<file path="src/rtl/uart_pkg.sv">
// Shared definitions for the UART transmit path: state encoding and default bit timing.
package uart_pkg;

  localparam int CLKS_PER_BIT_DEFAULT = 434;

  localparam logic [1:0] ST_IDLE_ENC  = 2'd0;
  localparam logic [1:0] ST_START_ENC = 2'd1;
  localparam logic [1:0] ST_DATA_ENC  = 2'd2;
  localparam logic [1:0] ST_STOP_ENC  = 2'd3;

  typedef enum logic [1:0] {
    IDLE  = ST_IDLE_ENC,
    START = ST_START_ENC,
    DATA  = ST_DATA_ENC,
    STOP  = ST_STOP_ENC
  } tx_state_t;

endpackage

</file>
<file path="src/rtl/sync_fifo.sv">
// Single-clock FIFO with first-word fall-through read data; count updates one cycle after wr/rd.
// Writes when full and reads when empty are ignored; storage itself is not reset.
module sync_fifo #(
  parameter int DATA_W = 8,
  parameter int DEPTH  = 16
) (
  input  logic                       clk,
  input  logic                       rst,
  input  logic                       wr_en,
  input  logic [DATA_W-1:0]          din,
  input  logic                       rd_en,
  output logic [DATA_W-1:0]          dout,
  output logic [$clog2(DEPTH+1)-1:0] count,
  output logic                       full,
  output logic                       empty
);

  localparam int PTR_W = $clog2(DEPTH);
  localparam int CNT_W = $clog2(DEPTH+1);

  logic [DATA_W-1:0] r_mem [DEPTH];
  logic [PTR_W-1:0]  r_wr_ptr;
  logic [PTR_W-1:0]  r_rd_ptr;
  logic [CNT_W-1:0]  r_count;
  logic              w_wr;
  logic              w_rd;

  assign full  = (r_count == CNT_W'(DEPTH));
  assign empty = (r_count == '0);
  assign w_wr  = wr_en && !full;
  assign w_rd  = rd_en && !empty;
  assign dout  = r_mem[r_rd_ptr];
  assign count = r_count;

  always_ff @(posedge clk) begin
    if (w_wr) r_mem[r_wr_ptr] <= din;
  end

  // DEPTH is a power of two, so pointers wrap by natural overflow.
  always_ff @(posedge clk or posedge rst) begin
    if (rst) begin
      r_wr_ptr <= '0;
      r_rd_ptr <= '0;
      r_count  <= '0;
    end else begin
      if (w_wr) r_wr_ptr <= r_wr_ptr + PTR_W'(1);
      if (w_rd) r_rd_ptr <= r_rd_ptr + PTR_W'(1);
      case ({w_wr, w_rd})
        2'b10:   r_count <= r_count + CNT_W'(1);
        2'b01:   r_count <= r_count - CNT_W'(1);
        default: r_count <= r_count;
      endcase
    end
  end

endmodule

</file>
<file path="src/rtl/uart_tx_fifo.sv">
// Buffered 8N1 UART transmitter: write-to-start-bit latency 2 cycles, tx registered.
// No backpressure: writes into a full FIFO are dropped and latch a sticky overflow flag.
module uart_tx_fifo import uart_pkg::*; #(
  parameter int CLKS_PER_BIT = CLKS_PER_BIT_DEFAULT,
  parameter int DEPTH        = 16,
  parameter int DATA_W       = 8
) (
  input  logic                       clk,
  input  logic                       rst,
  input  logic [DATA_W-1:0]          din,
  input  logic                       din_valid,
  input  logic                       clr_overflow,
  output logic                       tx,
  output logic                       busy,
  output logic [$clog2(DEPTH+1)-1:0] fifo_count,
  output logic                       overflow
);

  localparam int                BAUD_W   = $clog2(CLKS_PER_BIT);
  localparam logic [BAUD_W-1:0] BAUD_MAX = BAUD_W'(CLKS_PER_BIT - 1);
  localparam int                BIT_W    = (DATA_W > 1) ? $clog2(DATA_W) : 1;
  localparam logic [BIT_W-1:0]  BIT_MAX  = BIT_W'(DATA_W - 1);

  tx_state_t         r_state;
  logic [BAUD_W-1:0] r_baud;
  logic [BIT_W-1:0]  r_bit;
  logic [DATA_W-1:0] r_shift;
  logic              r_tx;
  logic              r_busy;
  logic              r_overflow;

  logic [DATA_W-1:0] w_dout;
  logic              w_full;
  logic              w_empty;
  logic              w_rd;
  logic              w_baud_end;

  assign w_rd       = (r_state == IDLE) && !w_empty;
  assign w_baud_end = (r_baud == BAUD_MAX);

  sync_fifo #(
    .DATA_W (DATA_W),
    .DEPTH  (DEPTH)
  ) u_fifo (
    .clk   (clk),
    .rst   (rst),
    .wr_en (din_valid),
    .din   (din),
    .rd_en (w_rd),
    .dout  (w_dout),
    .count (fifo_count),
    .full  (w_full),
    .empty (w_empty)
  );

  // Full is judged before any same-cycle read, so a read never rescues the write.
  always_ff @(posedge clk or posedge rst) begin
    if (rst)                    r_overflow <= 1'b0;
    else if (din_valid && w_full) r_overflow <= 1'b1;
    else if (clr_overflow)      r_overflow <= 1'b0;
  end

  // tx is driven from the current state, so the line trails the state by one cycle.
  always_ff @(posedge clk or posedge rst) begin
    if (rst) begin
      r_state <= IDLE;
      r_baud  <= '0;
      r_bit   <= '0;
      r_shift <= '0;
      r_tx    <= 1'b1;
      r_busy  <= 1'b0;
    end else begin
      case (r_state)
        IDLE: begin
          r_tx <= 1'b1;
          if (w_rd) begin
            r_shift <= w_dout;
            r_baud  <= '0;
            r_busy  <= 1'b1;
            r_state <= START;
          end
        end
        START: begin
          r_tx <= 1'b0;
          if (w_baud_end) begin
            r_baud  <= '0;
            r_bit   <= '0;
            r_state <= DATA;
          end else begin
            r_baud <= r_baud + BAUD_W'(1);
          end
        end
        DATA: begin
          r_tx <= r_shift[0];
          if (w_baud_end) begin
            r_baud  <= '0;
            r_shift <= r_shift >> 1;
            if (r_bit == BIT_MAX) begin
              r_bit   <= '0;
              r_state <= STOP;
            end else begin
              r_bit <= r_bit + BIT_W'(1);
            end
          end else begin
            r_baud <= r_baud + BAUD_W'(1);
          end
        end
        STOP: begin
          r_tx <= 1'b1;
          if (w_baud_end) begin
            r_baud  <= '0;
            r_busy  <= 1'b0;
            r_state <= IDLE;
          end else begin
            r_baud <= r_baud + BAUD_W'(1);
          end
        end
        default: begin
          r_tx    <= 1'b1;
          r_busy  <= 1'b0;
          r_baud  <= '0;
          r_state <= IDLE;
        end
      endcase
    end
  end

  assign tx       = r_tx;
  assign busy     = r_busy;
  assign overflow = r_overflow;

endmodule

</file>
<file path="config.mk">
export PLATFORM = sky130hd
export DESIGN_NAME = uart_tx_fifo
export DESIGN_NICKNAME = d
export VERILOG_FILES = /design/src/rtl/uart_pkg.sv /design/src/rtl/sync_fifo.sv /design/src/rtl/uart_tx_fifo.sv
export SDC_FILE = /design/constraint.sdc
export NUM_CORES = 1
export LEC_CHECK = 0
export BUFFER_PORTS_ARGS = -buffer_cell sky130_fd_sc_hd__buf_2
export CAP_MARGIN = 10
export CORE_ASPECT_RATIO = 1.4
export CORE_MARGIN = 2
export CORE_UTILIZATION = 50
export CTS_CLUSTER_DIAMETER = 60
export DETAILED_ROUTE_END_ITERATION = 10
export PLACE_DENSITY = 0.66
export SLEW_MARGIN = 20
export SYNTH_ARGS = -nofsm -noshare
export SYNTH_HDL_FRONTEND = slang
export SYNTH_HIERARCHICAL = 1
export SYNTH_SLANG_ARGS = --single-unit
</file>
<file path="constraint.sdc">
create_clock -name clk -period 4.2 [get_ports clk]
set_input_delay 0.84 -clock clk [delete_from_list [all_inputs] [get_ports clk]]
set_output_delay 0.84 -clock clk [all_outputs]
set_load 0.01 [all_outputs]
</file>
==> metrics.cfg <==
[placed_design]
place_inst = 645
hpwl_um = 8790
place_area_um2 = 7370
io_buffers = 19
post-place-ws_ps = 1060
globalplace.congestion = 0.789

[sta]
relSlewSlack_pct = 33.9
fin_setup_tns_ps = 0
period_share_pct = 75.1
setup_ws_ps = 1040
setup_viol = 0
maxSlewViolCount = 0
tightest_slew_ps = 991
skew_ps = 11.6
hold_viol_final = 0
fmax_mhz = 317
min_period_ps = 3160
rsz0062_at_grt = false

[synthesis]
yosysTopAreaCell = edfxtp_1
seq_area_frac_synth_pct = 67.1
synth_flop_cell = edfxtp_1
synthCells = 455
synth-seq-cells = 166
synth_area_leaders = edfxtp_1 54%, dfrtp_1 13%, mux4_2 5.0%
yosysUniqueCellTypes = 52
synth_common_cells = 128 x edfxtp_1, 37 x dfrtp_1, 27 x nand2_1, 26 x o21ai_0, 25 x mux2i_1
yosys_warnings = 6
synth_area_um2 = 7150
syn-mean-instance-area_um2 = 15.7
async_reset_ff_share_pct = 22.9
synth.net_count = 486
synth_top_area_share_pct = 53.8
synth_edf_count = 128
synth_most_common_cell = edfxtp_1

[route]
drtIter0Drc = 190
vias = 3742
firstDrtPassIters = 4
detail-route-antenna-nets = 0
viasPerCell = 5.54
routedWlPerCell_um = 19.4
drc = 0
postRouteWirelength_um = 13100

[power_and_ir_drop]
p_per_area_nw_per_um2 = 486
vdd_drop_max_mv = 0.245
p_leak_uw = 0.00302
totalPowerFinal_uw = 3850

[floorplan]
die_h_um = 145
num_rows = 51
die_area_um2 = 15300
dieWidth_um = 105
initial_core_util_pct = 51.1
core_area_um2 = 14000
ios = 20

[min_path]
hp-class = in -> async

[setup_path]
crit_fanout = 5
cp_cell_sequence = nor4_2 -> and2b_1 -> and2b_1 -> nor2b_1 -> ha_1 -> ha_1 -> nor2b_1 -> o21ai_0 -> a21oi_1 -> or3b_1 -> xnor2_1
path_buf_inv = 0
arrival_ps = 3460
cp-start-kind = flip-flop
cp_slowest_cell = dfrtp_1
cp.required_ps = 4510
critical_path_class = reg -> reg
end_kind = flip-flop
critPathTopFamily = simple AND/OR/NAND/NOR gates
cp_slowest_stage_delay_ps = 430

[final_layout]
drive_gt1_share_pct = 20.4
syn_to_final_growth_pct = 10.7
stdcell_count = 676
nets = 510
fillers = 1102
final_cell_area_um2 = 7910
antenna_cells = 0

[clocking]
tritoncts = done
cts-root-buf = clkbuf_16
clk_latency_ps = 420
clock_path_buffers = 2
cts_sinks = 166
cts_resized = 0
cts_hold_repair.buffers = 0
numCtsBuffers = 17
worst_setup_hold_path_clk_slew_ps = 60
cts_setup_buffers = 0
htree_levels = 4

[flow_run]
maxCapViolations = 0

[global_routing]
grt_pass1_wl_um = 20600
grt_max_degree = 52
antenna_found_initial = 0
grt_pass1_vias = 3825
grt_use_total_pct = 18.1
overflow = 0

[run_status]
outcome = complete, no violations

-- metal layers --
| metal | track usage (%) | vias up | wire (um) | part of all wire (%) |
|---|---|---|---|---|
| li1 | - | 1785 | - | - |
| met4 | 7.00 | 0 | 159 | 1.2 |
| met2 | 31.7 | 64 | 7290 | 55 |
| met1 | 21.2 | 1881 | 5250 | 40 |
| met3 | 4.66 | 12 | 436 | 3.3 |
| met5 | 0 | - | 0 | 0 |
-- worst paths after layout --
path | cells past startpoint | end | from | slack, ps
setup / recovery | 11 | u_fifo/count[4] | u_fifo/count[0] | 1040
hold / removal | 2 | u_fifo/r_rd_ptr[3] | rst | 460
setup reg to reg | 11 | u_fifo/count[4] | u_fifo/count[0] | 1040
hold reg to reg | 2 | busy | busy | 490
max in group asynchronous | 2 | r_bit[2] | rst | 2950
min in group clk | 2 | busy | busy | 490
-- power by group --
part	total (uW)	internal (uW)	switching [uW]	leakage [uW]
registers	2030	1940	83.3	0.00162
clock network	1420	767	651	0.000267
logic	403	149	254	0.00114
total	3850	2860	989	0.00302
-- final cells by class --
type,count,area [um2],share of cell area [%]
clock buffer,17,425,5.38
clock inverter,14,116,1.47
inverter,16,60.1,0.759
multi-input combinational,253,2140,27.1
sequential,166,4800,60.6
tap,185,231,2.92
timing repair buffer,25,140,1.77
-- kinds of logic (layout without fill, tap and decap cells) --
kind of cell | count (synthesis) | in the layout | share of synthesized area (%)
compound gates | 76 | 76 | 7.55
fa+ha+maj | 19 | 19 | 3.43
xor+xnor | 15 | 15 | 1.84
flops | 166 | 166 | 67.1
buf+inv | 36 | 72 | 2.91
mux | 51 | 51 | 10.2
simple gates | 92 | 92 | 7.00
-- per-stage QoR --
step                utilization, %  hold slack, ps
global placement              52.8             476
floorplan                        -             466
finish                        56.6             459
global route                  56.6             492
detailed placement            52.8             486
CTS                           56.6             468
-- registers in the layout, summed over array words and instances (netlist names) --
name             cells
r_shift              8
overflow             1
r_baud               9
u_fifo/count         5
r_state              2
tx                   1
u_fifo/r_rd_ptr      4
u_fifo/r_mem       128
u_fifo/r_wr_ptr      4
busy                 1
r_bit                3
-- placed cells by master (no fill, tap or decap), types with 3 or more instances in the layout --
master / count
nand4_1: 3
nand2b_1: 3
xor2_1: 5
nand2_1: 27
mux2i_1: 25
mux4_2: 16
nand3_1: 3
o221a_2: 7
nor2b_1: 4
edfxtp_1: 128
inv_1: 16
buf_2: 19
mux2_2: 8
a32o_1: 3
ha_1: 18
clkinv_4: 5
dfrtp_1: 36
a22oi_1: 8
buf_4: 6
inv_6: 5
and2_1: 4
nor2_1: 23
xnor2_1: 10
or2b_1: 6
nor3_1: 5
clkbuf_16: 17
a21oi_1: 14
o21ai_0: 26
a221oi_1: 8
Note: power is estimated with default switching activity, not from simulation.
